`config.mk`:
```
export PLATFORM = sky130hd
export DESIGN_NAME = cfu_rsp_fifo
export DESIGN_NICKNAME = d
export VERILOG_FILES = /design/src/rtl/cfu_rsp_fifo.sv
export SDC_FILE = /design/constraint.sdc
export NUM_CORES = 1
export LEC_CHECK = 0
export ABC_AREA = 1
export CAP_MARGIN = 20
export CORE_MARGIN = 2
export CORE_UTILIZATION = 51
export CTS_BUF_LIST = sky130_fd_sc_hd__clkbuf_16
export DETAILED_ROUTE_END_ITERATION = 6
export GPL_TIMING_DRIVEN = 0
export PLACE_DENSITY = 0.78
export SLEW_MARGIN = 20
export SYNTH_ARGS = -nofsm -noshare
export SYNTH_HDL_FRONTEND = slang
export SYNTH_SLANG_ARGS = --single-unit
```
`constraint.sdc`:
```
create_clock -name clk -period 1.8 [get_ports clk]
set_input_delay 0.27 -clock clk [delete_from_list [all_inputs] [get_ports clk]]
set_output_delay 0.27 -clock clk [all_outputs]
set_load 0.03 [all_outputs]
```
`src/rtl/cfu_rsp_fifo.sv`:
```
// -----------------------------------------------------------------------------
// cfu_rsp_fifo
//
// Response buffer between a combinational CFU's response port and the CPU's
// CFU response port. Every CFU result is registered here, which breaks the
// combinational path from the CPU's response ready back through the CFU to
// the CPU's command ready. Holds up to DEPTH results in strict FIFO order and
// exposes occupancy plus a delivered-response counter for debug/perf CSRs.
//
// Parameters:
//   DEPTH  number of entries; power of two, minimum 2
//   WIDTH  payload width in bits
//   AW     pointer width, derived from DEPTH (not overridable)
//
// Ports:
//   clk                    system clock, rising edge
//   reset_n                asynchronous reset, active low
//   clear                  synchronous flush: empties FIFO, zeroes rsp_count
//   in_valid               CFU response valid
//   in_ready               FIFO can accept (drives the CFU's rsp_ready)
//   in_payload_outputs_0   CFU result
//   out_valid              response available to the CPU
//   out_ready              CPU accepts the response
//   out_payload_outputs_0  response data to the CPU
//   level                  current occupancy, 0..DEPTH
//   rsp_count              responses delivered (pop count), wraps mod 2^32
// -----------------------------------------------------------------------------
module cfu_rsp_fifo #(
   parameter  int DEPTH = 2,
   parameter  int WIDTH = 32,
   localparam int AW    = $clog2(DEPTH)
) (
   input  logic             clk,
   input  logic             reset_n,
   input  logic             clear,
   input  logic             in_valid,
   output logic             in_ready,
   input  logic [WIDTH-1:0] in_payload_outputs_0,
   output logic             out_valid,
   input  logic             out_ready,
   output logic [WIDTH-1:0] out_payload_outputs_0,
   output logic [AW:0]      level,
   output logic [31:0]      rsp_count
);

   localparam logic [AW:0] LEVEL_FULL = (AW+1)'(DEPTH);

   logic [AW-1:0]    wr_ptr_q, wr_ptr_d;
   logic [AW-1:0]    rd_ptr_q, rd_ptr_d;
   logic [AW:0]      level_q, level_d;
   logic [31:0]      rsp_count_q, rsp_count_d;
   logic [WIDTH-1:0] mem_q [DEPTH];

   logic push;
   logic pop;
   logic mem_we;

   // Handshake flags come only from registered occupancy, so neither ready
   // nor valid depends combinationally on the opposite side. A full FIFO
   // refuses a push even when a pop happens in the same cycle.
   assign in_ready  = (level_q != LEVEL_FULL);
   assign out_valid = (level_q != '0);
   assign push      = in_valid & in_ready;
   assign pop       = out_valid & out_ready;

   // clear wins over a concurrent push, so the write is suppressed too.
   assign mem_we    = push & ~clear;

   assign out_payload_outputs_0 = mem_q[rd_ptr_q];
   assign level                 = level_q;
   assign rsp_count             = rsp_count_q;

   // Next-state logic
   always_comb begin
      // NOTE: every output of this block gets a default first, so no path
      // leaves a signal unassigned and no latch is inferred.
      wr_ptr_d    = wr_ptr_q;
      rd_ptr_d    = rd_ptr_q;
      level_d     = level_q;
      rsp_count_d = rsp_count_q;

      if (clear) begin
         wr_ptr_d    = '0;
         rd_ptr_d    = '0;
         level_d     = '0;
         rsp_count_d = '0;
      end else begin
         // Pointers are exactly AW bits and DEPTH is a power of two, so the
         // natural overflow wraps DEPTH-1 -> 0 with no extra compare.
         if (push) begin
            wr_ptr_d = wr_ptr_q + 1'b1;
         end
         if (pop) begin
            rd_ptr_d    = rd_ptr_q + 1'b1;
            rsp_count_d = rsp_count_q + 32'd1;
         end
         unique case ({push, pop})
            2'b10:   level_d = level_q + 1'b1;
            2'b01:   level_d = level_q - 1'b1;
            default: level_d = level_q;
         endcase
      end
   end

   // Control state registers
   always_ff @(posedge clk or negedge reset_n) begin
      // NOTE: sequential state uses non-blocking assignments so every register
      // samples the pre-edge values regardless of statement order.
      if (!reset_n) begin
         wr_ptr_q    <= '0;
         rd_ptr_q    <= '0;
         level_q     <= '0;
         rsp_count_q <= '0;
      end else begin
         wr_ptr_q    <= wr_ptr_d;
         rd_ptr_q    <= rd_ptr_d;
         level_q     <= level_d;
         rsp_count_q <= rsp_count_d;
      end
   end

   // Storage array
   always_ff @(posedge clk or negedge reset_n) begin
      // NOTE: the array is reset only because it is a handful of flops and
      // out_payload_outputs_0 reads it directly; zeroing it keeps the output
      // at 0 (never X) after reset. Larger storage would be left unreset.
      if (!reset_n) begin
         for (int i = 0; i < DEPTH; i++) begin
            mem_q[i] <= '0;
         end
      end else if (mem_we) begin
         mem_q[wr_ptr_q] <= in_payload_outputs_0;
      end
   end

endmodule

```
==> results.json, run 1 <==
{
  "outcome": "finished clean",
  "port-buffer-count": 104,
  "cp_cell_sequence": "clkdlybuf4s50_1",
  "place_area_um2": 6170,
  "finalCriticalPeriod_ps": 1770,
  "grt_setup_unrepaired": "false",
  "drtIter0Drc": 244,
  "grt_pass1_vias": 4572,
  "peakVddDrop_mv": 0.830,
  "finalNonFillerCells": 910,
  "drcViolationCount": 0,
  "synth_cell_types": 28,
  "dieArea_um2": 10500,
  "track_usage": 0.260,
  "num_rows": 35,
  "cts.path.max_buffers": 2,
  "synthXorXnorAreaFrac": 0,
  "routed_wl_mm": 12.9,
  "grt_max_degree": 65,
  "postCtsSetupRepairBufs": 0,
  "synth_compound_area_frac": 0.104,
  "max_freq_mhz": 564,
  "relSlewSlack": 0.636,
  "crit_buf_inv": 1,
  "regArea_um2": 2500,
  "grt_pass1_wl_mm": 21.3,
  "synth_top_family_by_area": "simple AND/OR/NAND/NOR gates",
  "setup_viol": 0,
  "required_ps": 1530,
  "io_pins": 105,
  "power_frac_comb": 0.366,
  "endpoint_kind": "output pin",
  "worstHoldPathType": "input port to asynchronous set/reset pin",
  "htree_num_levels": 3,
  "viasPerCell": 5.16,
  "cpMaxStageDelayCell": "clkdlybuf4s50_1",
  "diodes": 0,
  "root_buffer": "clkbuf_16",
  "switching_share": 0.400,
  "critPathMaxFanout": 5,
  "drv_cap": 0,
  "critical_path_arrival_ps": 1500,
  "place_inst": 894,
  "leakage_nw": 3.22,
  "dp_worst_setup_slack_ps": -423,
  "final_util": 0.682,
  "final.period_utilization": 0.985,
  "multi_input_area_um2": 2030,
  "critPathKind": "register to output pin",
  "stdcell_area_um2": 6370,
  "start_util": 0.530,
  "skew_ps": 6.75,
  "area_growth_pct": 28.8,
  "fillerInstances": 824,
  "gp_routability_congestion": 0.932,
  "hold_viol": 0,
  "synthSimpleGateAreaFrac": 0.303,
  "clock_sinks": 100,
  "antenna_found_initial": 0,
  "synth-seq-area-share": 0.506,
  "nets": 814,
  "critPathLaunchType": "register",
  "die-width_um": 102,
  "worst_slew_pin_slew_ps": 545,
  "cts_tree": "yes",
  "netlist_instances": 660,
  "powerDensity_nw_per_um2": 1310,
  "avgSynthCellArea_um2": 7.49,
  "pwr-share-seq": 0.399,
  "p_clk_frac": 0.235,
  "ys_ff_latch": 100,
  "dr_total_vias": 4699,
  "globalRouteOverflowTotal": 0,
  "fin_tns_setup_ps": 0,
  "cpPeakStageDelay_ps": 710,
  "dr.pass1.iters": 5,
  "switching_power_w": 0.00334,
  "cp_top_family": "buffers and inverters",
  "drive_gt1_frac": 0.108,
  "maxSlewViolCount": 0,
  "cts-buffers-inserted": 9,
  "p_int_w": 0.00501,
  "synthMuxAreaShare": 0,
  "wl_per_cell_um": 14.2,
  "cts.reportedPaths.clkPinSlew_ps": 70,
  "synthAdderAreaFrac": 0.00253,
  "die_h_um": 102,
  "synth_nets": 698,
  "yosysWarnings": 0,
  "core_region_area_um2": 9330,
  "ant_nets": 0,
  "clock_latency_ps": 340,
  "dp_hpwl_mm": 9.49,
  "netlist_area_um2": 4940,
  "worst_slack_ps": 27.9
}
## cells in the mapped netlist (all sizes together)
master	instances	share of area
a21oi	16	0.016
a221oi	1	0.0018
a31oi	1	0.0013
and2	2	0.0025
buf	10	0.016
clkbuf	14	0.011
clkinv	1	0.00076
dfrtp	100	0.51
ha	1	0.0025
inv	74	0.056
nand2	247	0.19
nand3	27	0.032
nand4	10	0.013
nor2	71	0.063
nor2b	1	0.0013
nor3	1	0.0010
o21a	1	0.0015
o21ai	81	0.082
o21bai	1	0.0015
## repair_timing
action,CTS,global route
pin swaps,0,0
endpoints found under the setup margin,35,26
hold buffers,1,0
gates resized for setup,140,39
hold endpoints to repair,36,0
## layout by cell type (no fill, tap or decap), types with 2 or more instances in the layout
master / n
nand2_1: 242
dfrtp_1: 99
inv_1: 73
clkdlybuf4s50_1: 62
nor2_1: 60
o21ai_0: 57
buf_2: 32
nand3_1: 25
o21ai_1: 24
a21oi_1: 16
nand4_1: 10
clkbuf_16: 9
clkbuf_1: 7
nor2_2: 7
buf_6: 6
dlymetal6s2s_1: 6
nand2_2: 5
buf_4: 4
nor2_4: 4
dlygate4sd2_1: 4
clkinvlp_4: 3
clkbuf_2: 2
inv_2: 2
nand3_4: 2
buf_1: 2
and2_1: 2
## routing by layer
layer	track usage	share of wire	vias up
li1	-	-	2293
met1	0.336	0.43	2228
met2	0.439	0.50	153
met3	0.0506	0.050	25
met4	0.0872	0.022	0
met5	0	0	-
## final cells by class
class	instances	area share
tap	129	0.0254
inverter	75	0.0444
clock buffer	9	0.0354
clock inverter	7	0.0120
buffer	23	0.0232
sequential	100	0.393
multi-input combinational	461	0.319
timing repair buffer	106	0.148
## power by group through the flow
stage	logic (W)	clock network (W)	registers (W)
after global routing	0.00335	0.00212	0.00342
after global placement	0.00337	0	0.00331
after detailed placement	0.00343	0	0.00335
after CTS	0.00321	0.00198	0.00333
after floorplan	0.00209	0	0.00330
final	0.00305	0.00196	0.00333
## worst paths after layout
check | endpoint | cells after the start | slack [ps] | startpoint
setup / recovery | rsp_count[26] | 1 | 30 | rsp_count[26]
hold / removal | rsp_count[10] | 2 | 400 | reset_n
setup reg to reg | mem_q[4] | 8 | 200 | level[0]
hold reg to reg | mem_q[0] | 2 | 490 | mem_q[0]
max in group asynchronous | mem_q[46] | 3 | 760 | reset_n
min in group clk | mem_q[58] | 3 | 480 | in_payload_outputs_0[26]
## stage by stage
step                      hold slack, ps  total power [W]
after floorplan                    -25.6          0.00540
after global placement               465          0.00668
after detailed placement             195          0.00678
after CTS                            410          0.00852
after global routing                 432          0.00889
final                                400          0.00835
## state kept, by name, indices dropped and copies added (netlist names)
register	flops
rd_ptr_q	1
wr_ptr_q	1
rsp_count	32
mem_q	64
level	2
## logic make-up (layout without fill, tap and decap cells)
logic type | count (synthesis) | in the layout
buffers and inverters | 99 | 220
AO/OA/AOI/OAI | 101 | 101
flip-flops | 100 | 100
AND/OR/NAND/NOR | 359 | 359
adder cells (fa/ha/maj) | 1 | 1
Power figures use the tool's default switching activity.
==> run 2, diff against run 1 <==
--- a/config.mk
+++ b/config.mk
@@ -11,7 +11,6 @@
 export CORE_UTILIZATION = 51
 export CTS_BUF_LIST = sky130_fd_sc_hd__clkbuf_16
 export DETAILED_ROUTE_END_ITERATION = 6
-export GPL_TIMING_DRIVEN = 0
 export PLACE_DENSITY = 0.78
 export SLEW_MARGIN = 20
 export SYNTH_ARGS = -nofsm -noshare
==> results.json, run 2 (synthesis gave the netlist of run 1 again) <==
{
  "wl_per_cell_um": 13.6,
  "critPathLaunchType": "register",
  "cp_cell_sequence": "clkdlybuf4s50_1",
  "io_pins": 105,
  "critPathMaxFanout": 5,
  "critical_path_arrival_ps": 1510,
  "dieArea_um2": 10500,
  "largest_register_ffs": 64,
  "num_rows": 35,
  "core_region_area_um2": 9330,
  "skew_ps": 6.76,
  "cts_tree": "yes",
  "grt_setup_unrepaired": "false",
  "root_buffer": "clkbuf_16",
  "max_freq_mhz": 562,
  "finalCriticalPeriod_ps": 1780,
  "final_cell_mix": "nand2_1, dfrtp_1, inv_1",
  "dp_hpwl_mm": 8.65,
  "postCtsSetupRepairBufs": 0,
  "ant_nets": 0,
  "final_common_cell": "nand2_1",
  "port-buffer-count": 104,
  "maxSlewViolCount": 0,
  "die_h_um": 102,
  "drtIter0Drc": 195,
  "leakage_nw": 3.19,
  "place_inst": 884,
  "drv_cap": 0,
  "grt_pass1_vias": 4267,
  "clock_latency_ps": 340,
  "grt_max_degree": 66,
  "drcViolationCount": 0,
  "critPathKind": "register to output pin",
  "cts.reportedPaths.clkPinSlew_ps": 70,
  "regArea_um2": 2500,
  "antenna_found_initial": 0,
  "drive_gt1_frac": 0.108,
  "multi_input_area_um2": 2030,
  "viasPerCell": 5.05,
  "cts.path.max_buffers": 2,
  "cts-buffers-inserted": 9,
  "hold_viol": 0,
  "htree_num_levels": 3,
  "endpoint_kind": "output pin",
  "cpPeakStageDelay_ps": 710,
  "grt_pass1_wl_mm": 20.1,
  "worstHoldPathType": "input port to asynchronous set/reset pin",
  "nets": 805,
  "worst_slew_pin_slew_ps": 493,
  "setup_viol": 0,
  "crit_buf_inv": 1,
  "fin_tns_setup_ps": 0,
  "dr_total_vias": 4549,
  "relSlewSlack": 0.669,
  "dr.pass1.iters": 4,
  "powerDensity_nw_per_um2": 1310,
  "track_usage": 0.244,
  "final.period_utilization": 0.988,
  "regMostFlops": "mem_q",
  "cp_top_family": "buffers and inverters",
  "clock_sinks": 100,
  "routed_wl_mm": 12.2,
  "gp_routability_congestion": 0.915,
  "finalNonFillerCells": 901,
  "worst_slack_ps": 21.7,
  "diodes": 0,
  "die-width_um": 102,
  "start_util": 0.530,
  "required_ps": 1530,
  "cpMaxStageDelayCell": "clkdlybuf4s50_1",
  "outcome": "finished clean",
  "peakVddDrop_mv": 0.974,
  "fillerInstances": 795,
  "dp_worst_setup_slack_ps": 20.2,
  "globalRouteOverflowTotal": 0,
  "area_growth_pct": 29.5
}
run 2: cell count changes in the layout (fill, tap and decap cells not counted), moves of 2 or more:
cell            change
buf_12              +4
clkbuf_1            -7
clkbuf_2            -2
buf_6               -5
buf_2              -32
buf_4              +37
clkinv_1            +2
dlymetal6s2s_1      -2
buf_1               -2
run 2: repair_timing:
action / in CTS / in global routing
hold endpoints to repair: 31 / 0
resized for setup: 6 / 7
hold buffers: 1 / 0
endpoints found under the setup margin: 10 / 13
run 2: power breakdown:
| group | total (W) | internal [W] | leakage (nW) | switching (W) |
|---|---|---|---|---|
| clock network | 0.00181 | 0.000941 | 0.122 | 0.000874 |
| registers | 0.00332 | 0.00293 | 1.30 | 0.000393 |
| logic | 0.00328 | 0.00121 | 1.77 | 0.00207 |
run 2: layer usage:
metal  vias to the layer above  routed length (um)  global-route usage
met4                         0                 121              0.0800
met1                      2134                5600               0.343
met3                        10                 654              0.0349
met5                         -                   0                   0
li1                       2277                   -                   -
met2                       128                5840               0.391
run 2: area by class of cell:
| type | count | area share |
|---|---|---|
| Clock inverter | 7 | 0.00801 |
| Tap cell | 129 | 0.0252 |
| Clock buffer | 9 | 0.0352 |
| Timing Repair Buffer | 120 | 0.179 |
| Multi-Input combinational cell | 461 | 0.317 |
| Inverter | 75 | 0.0440 |
| Sequential cell | 100 | 0.391 |
run 2: per-stage QoR:
step	cell area [um2]	utilization	power, W	hold WS [ps]
after floorplan	4940	-	0.00540	-25.6
after global placement	6100	0.654	0.00653	255
after detailed placement	6100	0.654	0.00665	260
after CTS	6380	0.684	0.00847	447
after global routing	6400	0.686	0.00892	483
final	6400	0.686	0.00841	443
run 2: worst paths after layout:
kind                               startpoint       endpoint  slack (ps)  depth (start not counted)
min in group clk                    mem_q[16]      mem_q[16]         490                          2
max in group asynchronous             reset_n  rsp_count[27]         800                          3
worst min register to register      mem_q[16]      mem_q[16]         490                          2
worst max-delay path            rsp_count[26]  rsp_count[26]          20                          1
worst max register to register   rsp_count[0]  rsp_count[24]         240                          8
worst min-delay path                  reset_n   rsp_count[1]         440                          2
==> run 3, diff against run 2 <==
--- a/config.mk
+++ b/config.mk
@@ -12,6 +12,7 @@
 export CTS_BUF_LIST = sky130_fd_sc_hd__clkbuf_16
 export DETAILED_ROUTE_END_ITERATION = 6
 export PLACE_DENSITY = 0.78
+export SKIP_CTS_REPAIR_TIMING = 1
 export SLEW_MARGIN = 20
 export SYNTH_ARGS = -nofsm -noshare
 export SYNTH_HDL_FRONTEND = slang
==> results.json, run 3 (synthesis gave the netlist of run 1 again) <==
{
  "outcome": "finished clean",
  "viasPerCell": 5.07,
  "setup_viol": 0,
  "holdWs_ps": 440,
  "die-width_um": 102,
  "final.period_utilization": 0.987,
  "place_inst": 884,
  "drtIter0Drc": 191,
  "dr.pass1.iters": 4,
  "grt_pass1_vias": 4252,
  "skew_ps": 7.26,
  "cpMaxStageDelayCell": "clkdlybuf4s50_1",
  "worst_slew_pin_slew_ps": 492,
  "port-buffer-count": 104,
  "max_freq_mhz": 563,
  "num_rows": 35,
  "cpPeakStageDelay_ps": 710,
  "io_pins": 105,
  "track_usage": 0.243,
  "clock_latency_ps": 340,
  "area_growth_pct": 29.9,
  "worst_slack_ps": 24.2,
  "core_region_area_um2": 9330,
  "peakVddDrop_mv": 0.973,
  "htree_num_levels": 3,
  "dieArea_um2": 10500,
  "ant_nets": 0,
  "critical_path_arrival_ps": 1510,
  "powerDensity_nw_per_um2": 1310,
  "crit_buf_inv": 1,
  "maxSlewViolCount": 0,
  "dr_total_vias": 4567,
  "worstRegToRegCells": 8,
  "grt_setup_unrepaired": "false",
  "grt_pass1_wl_mm": 20.1,
  "final_cell_mix": "nand2_1, dfrtp_1, inv_1",
  "drcViolationCount": 0,
  "worstHoldPathType": "input port to asynchronous set/reset pin",
  "fillerInstances": 790,
  "critPathLaunchType": "register",
  "cts.path.max_buffers": 2,
  "dp_worst_setup_slack_ps": 20.2,
  "globalRouteOverflowTotal": 0,
  "grt_max_degree": 66,
  "endpoint_kind": "output pin",
  "antenna_found_initial": 0,
  "gp_routability_congestion": 0.915,
  "cts_tree": "yes",
  "dp_hpwl_mm": 8.65,
  "root_buffer": "clkbuf_16",
  "diodes": 0,
  "routed_wl_mm": 12.2,
  "critPathKind": "register to output pin",
  "regMostFlops": "mem_q",
  "finalCriticalPeriod_ps": 1780,
  "cts-buffers-inserted": 9,
  "required_ps": 1530,
  "finalNonFillerCells": 901,
  "critPathMaxFanout": 5,
  "drv_cap": 0,
  "cp_cell_sequence": "clkdlybuf4s50_1",
  "cp_top_family": "buffers and inverters",
  "largest_register_ffs": 64,
  "hold_viol": 0,
  "leakage_nw": 3.24,
  "clock_sinks": 100,
  "die_h_um": 102,
  "nets": 805,
  "cp.depth": 1,
  "final_common_cell": "nand2_1",
  "relSlewSlack": 0.670,
  "wl_per_cell_um": 13.5,
  "cts.reportedPaths.clkPinSlew_ps": 70,
  "drive_gt1_frac": 0.108,
  "start_util": 0.530
}
-- run 3: cell types whose count changed in the layout (fill, tap and decap cells not counted), sizes merged --
cell | previous run | this run
dlymetal6s2s | 4 | 9
dlygate4sd2 | 5 | 0
-- run 3: final timing paths --
check / from / end / slack [ps]
worst max-delay path: rsp_count[29] / rsp_count[29] / 20
worst min-delay path: reset_n / rsp_count[1] / 440
worst max register to register: rsp_count[0] / rsp_count[24] / 230
worst min register to register: mem_q[27] / mem_q[27] / 490
max in group asynchronous: reset_n / rsp_count[27] / 800
min in group clk: mem_q[27] / mem_q[27] / 490
-- run 3: power breakdown --
part	total (W)	leakage, nW	switching, W	internal, W
Clock	0.00181	0.122	0.000865	0.000940
Sequential	0.00333	1.30	0.000396	0.00293
Combinational	0.00330	1.82	0.00207	0.00123
-- run 3: area by class of cell --
type	count	area (um2)	share of cell area
clock inverters	7	51.3	0.00799
flip-flops and latches	100	2500	0.390
well taps	129	161	0.0251
clock buffers	9	225	0.0351
repair buffers	120	1170	0.182
multi-input cells	461	2030	0.316
inverters	75	282	0.0439
-- run 3: layer usage --
layer,routed length [um],global-route usage,vias up
met4,155,0.0800,0
met5,0,0,-
met2,5860,0.390,134
met3,702,0.0349,13
met1,5460,0.343,2138
li1,-,-,2282
-- run 3: through the flow --
| stage | TNS (ps) | utilization | instance area, um2 | total power [W] |
|---|---|---|---|---|
| after floorplan | 0 | - | 4940 | 0.00540 |
| after global placement | 0 | 0.654 | 6100 | 0.00653 |
| after detailed placement | 0 | 0.654 | 6100 | 0.00665 |
| after CTS | -296 | 0.683 | 6370 | 0.00849 |
| after global routing | 0 | 0.688 | 6420 | 0.00894 |
| final | 0 | 0.688 | 6420 | 0.00843 |
